--- src/rtl/div_pkg.sv ---
// Shared definitions for the sequential restoring divider: FSM encoding,
// the divide-by-zero quotient pattern and the iteration counter sizing.
package div_pkg;

  typedef enum logic {
    IDLE = 1'b0,
    CALC = 1'b1
  } state_t;

  // Wide all-ones pattern; users slice it down to their operand width.
  localparam logic [63:0] DIV0_QUOT = '1;

  function automatic int cnt_width(input int size);
    return $clog2(size) + 1;
  endfunction

endpackage

--- src/rtl/start_edge.sv ---
// Registered rising-edge detector for the debounced start level.
module start_edge (
  input  logic clk,
  input  logic rst_n,
  input  logic in,
  output logic pulse
);

  logic in_q;

  always_ff @(posedge clk or negedge rst_n) begin
    if (!rst_n) in_q <= 1'b0;
    else        in_q <= in;
  end

  assign pulse = in & ~in_q;

endmodule

--- src/rtl/div_seq_ctrl.sv ---
// Multi-cycle restoring divider: one shift-subtract step per clock, results
// held stable for the display until the next operation completes.
module div_seq_ctrl
  import div_pkg::*;
#(
  parameter int size = 8
) (
  input  logic            clk,
  input  logic            rst_n,
  input  logic            start,
  input  logic [size-1:0] dividend,
  input  logic [size-1:0] divisor,
  output logic [size-1:0] consult,
  output logic [size-1:0] remainder,
  output logic            busy,
  output logic            done,
  output logic            div_zero
);

  localparam int CW = cnt_width(size);
  localparam logic [CW-1:0] CNT_LAST = CW'(size - 1);

  logic start_pulse;

  state_t state_reg, state_next;
  logic [size-1:0] d_reg, d_next;
  logic [size:0]   r_reg, r_next;
  logic [size-1:0] q_reg, q_next;
  logic [CW-1:0]   cnt_reg, cnt_next;
  logic [size-1:0] consult_reg, consult_next;
  logic [size-1:0] remainder_reg, remainder_next;
  logic            busy_reg, busy_next;
  logic            done_reg, done_next;
  logic            div_zero_reg, div_zero_next;

  logic [size:0]   t;
  logic            ge;
  logic [size:0]   r_step;
  logic [size-1:0] q_step;

  start_edge u_start_edge (
    .clk   (clk),
    .rst_n (rst_n),
    .in    (start),
    .pulse (start_pulse)
  );

  // Since r < d always holds, shifting one quotient bit in cannot overflow size+1 bits.
  always_comb begin
    t      = {r_reg[size-1:0], q_reg[size-1]};
    ge     = (t >= {1'b0, d_reg});
    r_step = ge ? (t - {1'b0, d_reg}) : t;
    q_step = {q_reg[size-2:0], ge};
  end

  always_comb begin
    state_next     = state_reg;
    d_next         = d_reg;
    r_next         = r_reg;
    q_next         = q_reg;
    cnt_next       = cnt_reg;
    consult_next   = consult_reg;
    remainder_next = remainder_reg;
    busy_next      = busy_reg;
    done_next      = 1'b0;
    div_zero_next  = div_zero_reg;

    case (state_reg)
      IDLE: begin
        if (start_pulse) begin
          if (divisor != '0) begin
            d_next        = divisor;
            r_next        = '0;
            q_next        = dividend;
            cnt_next      = '0;
            busy_next     = 1'b1;
            div_zero_next = 1'b0;
            state_next    = CALC;
          end else begin
            consult_next   = DIV0_QUOT[size-1:0];
            remainder_next = dividend;
            div_zero_next  = 1'b1;
            done_next      = 1'b1;
          end
        end
      end
      CALC: begin
        r_next   = r_step;
        q_next   = q_step;
        cnt_next = cnt_reg + CW'(1);
        // Outputs only change here, so the display never sees partial results.
        if (cnt_reg == CNT_LAST) begin
          consult_next   = q_step;
          remainder_next = r_step[size-1:0];
          done_next      = 1'b1;
          busy_next      = 1'b0;
          state_next     = IDLE;
        end
      end
      default: state_next = IDLE;
    endcase
  end

  always_ff @(posedge clk or negedge rst_n) begin
    if (!rst_n) begin
      state_reg     <= IDLE;
      d_reg         <= '0;
      r_reg         <= '0;
      q_reg         <= '0;
      cnt_reg       <= '0;
      consult_reg   <= '0;
      remainder_reg <= '0;
      busy_reg      <= 1'b0;
      done_reg      <= 1'b0;
      div_zero_reg  <= 1'b0;
    end else begin
      state_reg     <= state_next;
      d_reg         <= d_next;
      r_reg         <= r_next;
      q_reg         <= q_next;
      cnt_reg       <= cnt_next;
      consult_reg   <= consult_next;
      remainder_reg <= remainder_next;
      busy_reg      <= busy_next;
      done_reg      <= done_next;
      div_zero_reg  <= div_zero_next;
    end
  end

  assign consult   = consult_reg;
  assign remainder = remainder_reg;
  assign busy      = busy_reg;
  assign done      = done_reg;
  assign div_zero  = div_zero_reg;

endmodule

--- config.mk ---
export PLATFORM = sky130hd
export DESIGN_NAME = div_seq_ctrl
export DESIGN_NICKNAME = d
export VERILOG_FILES = /design/src/rtl/div_pkg.sv /design/src/rtl/start_edge.sv /design/src/rtl/div_seq_ctrl.sv
export SDC_FILE = /design/constraint.sdc
export NUM_CORES = 1
export LEC_CHECK = 0
export CORE_ASPECT_RATIO = 1.75
export CORE_MARGIN = 4
export CORE_UTILIZATION = 34
export CTS_BUF_LIST = sky130_fd_sc_hd__clkbuf_4
export DETAILED_ROUTE_END_ITERATION = 8
export PLACE_DENSITY = 0.6
export RECOVER_POWER = 50
export SYNTH_ARGS = -nofsm -noshare
export SYNTH_HDL_FRONTEND = slang
export SYNTH_SLANG_ARGS = --single-unit
--- constraint.sdc ---
create_clock -name clk -period 2.4 [get_ports clk]
set_input_delay 0.48 -clock clk [delete_from_list [all_inputs] [get_ports clk]]
set_output_delay 0.48 -clock clk [all_outputs]
set_load 0.01 [all_outputs]
Word-level counts from Yosys, hierarchy flattened
Cells that the tools add are included.

word-level totals
  register bits after elaboration = 49
  input port bits = 19
  output and inout bits = 19
  word-level logic and storage cells = 58

operators by class
  add/subtract/negate cells = 2
  order comparisons = 1
  eq/ne operators = 5
  mux-type cells = 30
  bitwise gates (word level) = 3
  reductions and logical operators = 6

operator list
  cell                                                  count
  2-to-1 mux 8 bit                                      11
  case mux 8 bit (2 select lines)                       4
  >= comparator 9 x 8 -> 1 bit                          1
  2-to-1 mux 1 bit                                      9
  AND reduction 3 bit                                   3
  2-to-1 mux 4 bit                                      2
  case mux 4 bit (2 select lines)                       1
  nonzero test 8 bit                                    1
  subtractor 8 bit                                      1
  != test 2 bit (second input constant)                 3
  case mux 1 bit (2 select lines)                       3
  adder 4 x 1 -> 4 bit (second input constant)          1
  equality test 4 x 3 -> 1 bit (second input constant)  1
  AND reduction 2 bit                                   2
  != test 2 x 1 -> 1 bit (second input constant)        1
  NOT 1 bit                                             2
  AND 1 bit                                             1

Depth between registers and ports, before layout
Gate-level depths: netlist (run 1).

  depth in word-level cells = 4
  mapped depth = 9
  gate-level depth less buffers = 9

By module
Synthesis (run 1) repeated with hierarchy kept, for this count alone.

unflattened totals
  cells, all modules = 259
  area total of the unflattened synthesis = 2617.5 µm²

by module, submodules not included
  module        instances  cells each  area each (µm²)  sequential area each (µm²)
  div_seq_ctrl  1          257         2578.7           1201.2
  start_edge    1          2           38.8             25.0

Worst setup path before layout (run 1)
OpenSTA, ideal clock, no wires.

  kind = reg2reg
  start point = reg q_reg[7]
  end point = reg r_reg[6]
  setup time = 0.126 ns
  arrival time = 1.864 ns
  data required time = 2.274 ns
  setup slack = 0.410 ns
  stages on the path, launching flop included = 10
  buffers on the path = 0
  period minus slack after synthesis = 1.990 ns
  path through = dfrtp_1 > inv_1 > ha_1 > inv_1 > fa_1 > a211oi_2 > o21bai_1 > a21oi_1 > xnor2_1 > a221o_1

between the ends
  longest elaborated chain between the ends = 3
  elaborated cells on any way between the ends = 4
  those cells by class = add/sub: 1; order compare: 1; mux: 2

ends and longest elaborated chain
  item                                                                     line                                    source
  start: declaration                                                       div_seq_ctrl.sv:28                      logic [size-1:0] q_reg, q_next;
  start signal: assignment                                                 div_seq_ctrl.sv:120                     q_reg <= q_next;
  subtractor 8 bit / >= comparator 9 x 8 -> 1 bit (equally long branches)  div_seq_ctrl.sv:52, div_seq_ctrl.sv:51
  2-to-1 mux 8 bit *                                                       div_seq_ctrl.sv:52                      r_step = ge ? (t - {1'b0, d_reg}) : t;
  case mux 8 bit (2 select lines) *                                        div_seq_ctrl.sv:68                      case (state_reg)
  end signal: assignment                                                   div_seq_ctrl.sv:119                     r_reg <= r_next;
  end: declaration                                                         div_seq_ctrl.sv:27                      logic [size:0] r_reg, r_next;

Mark *: on every way between the ends. The rest lies on a longest branch, timed or not.
A chain may end at the register's enable or synchronous reset.

Final worst setup path (run 1)
  start point = in divisor[5]
  end point = reg consult_reg[6], in the netlist consult[6]

between the ends
  longest elaborated chain between the ends = 3

ends and longest elaborated chain
  item                                  line                 source
  start: declaration                    div_seq_ctrl.sv:12   input logic [size-1:0] divisor,
  nonzero test 8 bit                    div_seq_ctrl.sv:71   if (divisor != '0) begin
  != test 2 bit (no source line)        -
  AND reduction 3 bit (no source line)  -
  end signal: assignment                div_seq_ctrl.sv:122  consult_reg <= consult_next;
  end: declaration                      div_seq_ctrl.sv:30   logic [size-1:0] consult_reg, consult_next;

No other way between the ends.

==> results of run 1 <==
[logic make-up (layout without fill, tap and decap cells)]
family	count (synthesis)	in the layout	synth area share, %
simple gates	105	105	20.6
flops	49	49	46.1
buf+inv	25	68	4.75
fa+ha+maj	10	10	4.98
mux	9	9	3.81
other cells	0	1	0
compound gates	57	57	17.8
xor+xnor	6	6	1.97
[placed cells by master (no fill, tap or decap), types with 3 or more instances in the layout]
master / instances
a21oi_1: 6
a21oi_2: 4
a221o_1: 4
a221oi_2: 3
a31oi_1: 3
buf_4: 9
clkbuf_1: 4
clkbuf_4: 6
clkdlybuf4s50_1: 34
dfrtp_1: 49
ha_1: 9
inv_1: 11
mux2_2: 8
nand2_1: 40
nand2b_1: 11
nand3_1: 5
nand4_1: 4
nor2_1: 16
nor2b_1: 3
nor3_1: 6
nor3b_1: 5
o211ai_1: 3
o21ai_0: 8
o221a_2: 6
o31ai_1: 3
or3_1: 3
xor2_1: 5
[worst register-to-register path, cell delays in order (launching register included)]
cell      delay, ps
dfrtp_1         420
inv_1            90
ha_1            180
inv_1            60
fa_1            410
a211oi_2        230
o21bai_1        120
a21oi_2         190
xnor2_1         110
a221o_1         310
[worst min path at each step]
stage / start / endpoint / slack, ps / depth (start not counted)
6_report: rst_n / u_start_edge.in_q / 390 / 1
5_1_grt: d_reg[2] / d_reg[2] / 520 / 2
4_1_cts: rst_n / r_reg[4] / 90 / 1
3_5_place_dp: d_reg[1] / d_reg[1] / 460 / 2
3_3_place_gp: q_reg[0] / q_reg[0] / 460 / 2
2_1_floorplan: rst_n / busy / 180 / 0
[metal layers]
layer / GRT usage (%) / up-vias
li1: - / 1021
met1: 15.8 / 1058
met2: 26.7 / 57
met3: 2.73 / 11
met4: 7.76 / 0
met5: 0 / -
[report_power, final]
part | leakage [nW] | internal [mW] | total (mW) | switching (mW)
combinational | 0.727 | 1.39 | 2.91 | 1.52
clock | 0.0292 | 0.118 | 0.380 | 0.262
sequential | 0.569 | 1.23 | 1.51 | 0.288
[final cells by class]
class / instances / area, µm²
diodes: 1 / 2.50
clock buffers: 6 / 45.0
clock inverters: 1 / 3.75
fillers: 743 / 4420
inverters: 11 / 41.3
multi-input cells: 187 / 1300
flip-flops and latches: 49 / 1230
well taps: 88 / 110
repair buffers: 50 / 463
[timing repair]
item,CTS,global route
endpoints found under the setup margin,0,1
gates resized for setup,0,1
hold buffers,0,0
[through the flow]
step	total power [mW]	util, %	cells
global route	5.21	41.9	393
CTS	4.84	42.1	392
floorplan	3.57	-	261
finish	4.80	41.9	393
detailed placement	4.45	41.5	385
global placement	4.39	41.5	385
==> summary.txt, run 1 <==
Synthesis
  • Top cells by count, synth: 49 x dfrtp_1, 39 x nand2_1, 16 x nor2_1
  • Post-synth EDFFs: 0
  • Main synth FF type: dfrtp_1
  • Synth Register Bits: 49
  • Synth top area share: a little under half
  • Yosys cell types: just over 50
  • Post-Syn Area per Cell: approximately 10 µm²
  • Area leader, netlist: dfrtp_1
  • Syn nets: 290
  • Ys Warns: 0
  • Ys async rst share: 100%
  • Seq/Total Area, Yosys: between 40 and 50%
  • Most common cell in the synthesized netlist: dfrtp_1
  • Cell count after synthesis: 261
  • Top cells by area, synth: dfrtp_1 46%, nand2_1 5.5%, ha_1 4.2%
  • Mapped cell area: 2660 µm²

Detailed routing
  • DRT met1 WL: approximately 2.5 mm
  • Routed WL per cell: around 17 µm
  • DRC: 0
  • DR vias: between 2k and 2.5k
  • Met2 Wirelength: ~3.6 mm
  • TritonRoute pass-1 iters: 6
  • Wire length on met3: between 200 and 300 µm
  • Post-DR vias/cell: approximately 5.5
  • Post-route ant nets: 0
  • Uppermost routed layer: met4
  • Detailed Route WL: 6.64 mm
  • Drt initial violations: roughly 160

Clocking
  • Worst-path clk slew: 130 ps
  • Post-CTS setup buffer count: 0
  • Clk buf depth: 2
  • Worst skew pair latency: between 300 and 400 ps
  • CTS tree: yes
  • CTS Buf Count: 5
  • H-tree depth: 2
  • Clock sinks: 49
  • Clock tree root buffer cell: clkbuf_4

Setup path
  • Kind of end point of the critical path: register
  • Buf/Inv on CP: 1
  • Crit-path max FO: 9
  • Capturing point of the worst reg2reg path: r_reg[6]
  • Worst setup path startpoint: divisor[5]
  • Critical path data required time: ~2700 ps
  • Kind of critical path: input pin to register
  • Crit-path max cell delay: around 560 ps
  • FF-to-FF setup slack: about 180 ps
  • Worst EP arrival: between 2000 and 3000 ps
  • Slowest CP cell: dlygate4sd3_1
  • Crit path max-delay family: simple AND/OR/NAND/NOR gates
  • FF-to-FF path depth: 9
  • Crit path launch type: input pin
  • CP cell instances: dlygate4sd3_1 -> nor4_1 -> nand3_1 -> nand2_1 -> mux2_2
  • RR Startpoint: q_reg[7]
  • Crit path to: consult[6]
  • Worst path depth: 5

Global routing
  • Total grt overflow: 0
  • Largest net degree at the start of global routing: 36
  • Global-route wire length before repair: 10.6 mm
  • GRT Resource Usage Total: 15.0%
  • Vias in the first global route: about 2.1k
  • Initial antenna violation count: 1

Timing
  • Min Tclk post-route: between 2000 and 2500 ps
  • Worst setup margin: roughly 160 ps
  • Fmax: roughly 450 MHz
  • Final Max Slew Viols: 0
  • RSZ-0062 raised after global routing: no
  • Minimum hold slack: around 390 ps
  • Clock skew after layout: between 9 and 10 ps
  • Final Hold Fails: 0
  • Worst Tran Pin Value: 1420 ps
  • Worst slew margin: 5.65%
  • Setup TNS: 0 ps
  • Final setup viols: 0
  • Tcrit/Tclk final: between 90 and 100%

Placed design
  • RePlAce Congestion: roughly 0.76
  • Placement Setup Slack: 105 ps
  • Placed instance area: 3160 µm²
  • Port bufs: 37
  • Final HPWL DP: 5.07 mm

Floorplanning
  • Die width: about 75 µm
  • Core area: around 7600 µm²
  • Initial core utilization: a little over a third
  • Top-Level Pins: 38
  • Die Area: between 9000 and 10,000 µm²
  • FP Rows: between 40 and 50
  • DIE HEIGHT: between 100 and 150 µm

Pwr
  • Power Dens Cells: ~1500 nW/µm²
  • P_leak: between 1 and 1.5 nW
  • Max IR drop VDD: 0.435 mV

Final layout
  • Nets: 333
  • Share of layout cells above drive strength 1: 14.1%
  • Final non-filler cell area: about 3200 µm²
  • Area Growth Syn to Fin: 20.1%

Status
  • Run status: finished, final reports clean

Run
  • Max Cap Viol: 0

Worst hold path
  • Hold WC Path Type: input pin to asynchronous set/reset pin
Note: power is estimated with default switching activity, not from simulation.
==> run 2: changes to the inputs <==
--- a/config.mk
+++ b/config.mk
@@ -5,6 +5,7 @@
 export SDC_FILE = /design/constraint.sdc
 export NUM_CORES = 1
 export LEC_CHECK = 0
+export ABC_AREA = 0
 export CORE_ASPECT_RATIO = 1.75
 export CORE_MARGIN = 4
 export CORE_UTILIZATION = 34
==> constraint.sdc (replaced) <==
create_clock -name clk -period 2.8 [get_ports clk]
set_input_delay 0.56 -clock clk [delete_from_list [all_inputs] [get_ports clk]]
set_output_delay 0.56 -clock clk [all_outputs]
set_load 0.01 [all_outputs]
==> run 2 against run 1 <==
Non-clock buffer count shrank 4. Sequential power is 15% lower. Clock power shrank 13%. Global-route usage decreased by 0.23 points. Critical path type unchanged. Flip-flop and latch count unchanged. Hold slack worse by 66 ps. Utilization down 0.46 points. Critical path depth is the same. Combinational power down 17%.
==> summary.txt, run 2 (synthesis gave the netlist of run 1 again) <==
Status
  • Run status: finished, final reports clean

Setup path
  • Worst setup path startpoint: divisor[5]
  • Crit-path max FO: 9
  • Capturing point of the worst reg2reg path: r_reg[6]
  • Crit-path max cell delay: about 560 ps
  • Kind of critical path: input pin to register
  • CP cell instances: dlygate4sd3_1 -> nor4_1 -> nand3_1 -> nand2_1 -> mux2_2
  • Kind of end point of the critical path: register
  • Buf/Inv on CP: 1
  • Worst EP arrival: around 2600 ps
  • Slowest CP cell: dlygate4sd3_1
  • Critical path data required time: ~3100 ps
  • RR Startpoint: q_reg[7]
  • Worst path depth: 5
  • Crit path launch type: input pin
  • FF-to-FF path depth: 9
  • Crit path max-delay family: simple AND/OR/NAND/NOR gates
  • FF-to-FF setup slack: 530 ps

Timing
  • Clock skew after layout: roughly 8.7 ps
  • Setup TNS: 0 ps
  • Tcrit/Tclk final: 81.4%
  • Worst Tran Pin Value: approximately 1000 ps
  • Final Hold Fails: 0
  • RSZ-0062 raised after global routing: no
  • Final Max Slew Viols: 0
  • Final setup viols: 0
  • Fmax: about 440 MHz
  • Minimum hold slack: between 300 and 400 ps
  • Min Tclk post-route: between 2000 and 2500 ps
  • Worst setup margin: between 500 and 600 ps
  • Worst slew margin: 30.0%

Clocking
  • Clock sinks: around 50
  • Worst-path clk slew: roughly 140 ps
  • Worst skew pair latency: roughly 380 ps
  • H-tree depth: 2
  • Clk buf depth: 2
  • CTS Buf Count: 5
  • Post-CTS setup buffer count: 0
  • Hold_buf cts: 0
  • CTS tree: yes
  • Post-CTS resize count: 0
  • Clock tree root buffer cell: clkbuf_4

Global routing
  • Vias in the first global route: ~2.1k
  • Total grt overflow: 0
  • Initial antenna violation count: 1
  • Global-route wire length before repair: approximately 11 mm
  • Largest net degree at the start of global routing: 36
  • GRT Resource Usage Total: 14.7%

Run
  • Max Cap Viol: 0

Floorplanning
  • Die width: around 75 µm
  • Die Area: 9360 µm²
  • Top-Level Pins: 38
  • FP Rows: 42
  • Initial core utilization: about a third
  • DIE HEIGHT: between 100 and 150 µm
  • Core area: between 7000 and 8000 µm²

Pwr
  • Power Dens Cells: approximately 1300 nW/µm²
  • Total power: just over 4 mW
  • Max IR drop VDD: between 0.3 and 0.4 mV
  • P_leak: between 1 and 1.5 nW

Final layout
  • Area Growth Syn to Fin: 18.8%
  • Commonest non-fill, non-tap cell in the layout: dfrtp_1
  • Fillers: between 700 and 800
  • Nets: 329
  • Commonest cells after routing, fill and taps aside: 49 x dfrtp_1, 40 x nand2_1, 31 x clkdlybuf4s50_1
  • Share of layout cells above drive strength 1: roughly 14%

Detailed routing
  • Drt initial violations: between 100 and 150
  • Detailed Route WL: approximately 6.5 mm
  • Post-DR vias/cell: approximately 5.4
  • DRC: 0
  • TritonRoute pass-1 iters: 4
  • Routed WL per cell: between 15 and 20 µm
  • Post-route ant nets: 0
  • DR vias: 2,123

Placed design
  • Placement Setup Slack: 395 ps
  • Port bufs: 37
  • RePlAce Congestion: about 0.75
  • Final HPWL DP: 4.97 mm

Worst hold path
  • Hold WC Path Type: input pin to asynchronous set/reset pin
==> run 2: per-layer routing <==
metal	track usage (%)	vias up	routed length [µm]
met2	24.9	46	3410
li1	-	1020	-
met5	0	-	0
met3	2.01	16	221
met4	9.22	0	320
met1	16.7	1041	2510
==> run 2: through the flow <==
stage / instances / instance area [µm²] / util, %
floorplan: 261 / 2660 / -
global placement: 381 / 3120 / 40.9
detailed placement: 381 / 3120 / 40.9
CTS: 389 / 3170 / 41.7
global route: 390 / 3160 / 41.5
finish: 390 / 3160 / 41.5
==> run 2: worst max path at each step <==
stage                               to  slack [ps]
final                       consult[3]         520
after global routing        consult[3]         350
after CTS                     r_reg[6]         510
after detailed placement  remainder[5]         400
after global placement    remainder[3]         420
after floorplan               r_reg[6]         810
==> run 2: power by group <==
| group | switching [mW] | internal, mW | total [mW] |
|---|---|---|---|
| Clock | 0.224 | 0.106 | 0.329 |
| Combinational | 1.28 | 1.14 | 2.42 |
| Sequential | 0.243 | 1.05 | 1.29 |
| Total | 1.75 | 2.30 | 4.05 |
==> run 2: final cells by class <==
type | instances | area, µm² | area share (%)
diodes | 1 | 2.50 | 0.0792
clock buffers | 6 | 45.0 | 1.43
clock inverters | 2 | 10.0 | 0.317
inverters | 11 | 41.3 | 1.31
multi-input cells | 187 | 1300 | 41.0
flip-flops and latches | 49 | 1230 | 38.8
well taps | 88 | 110 | 3.48
repair buffers | 46 | 429 | 13.6
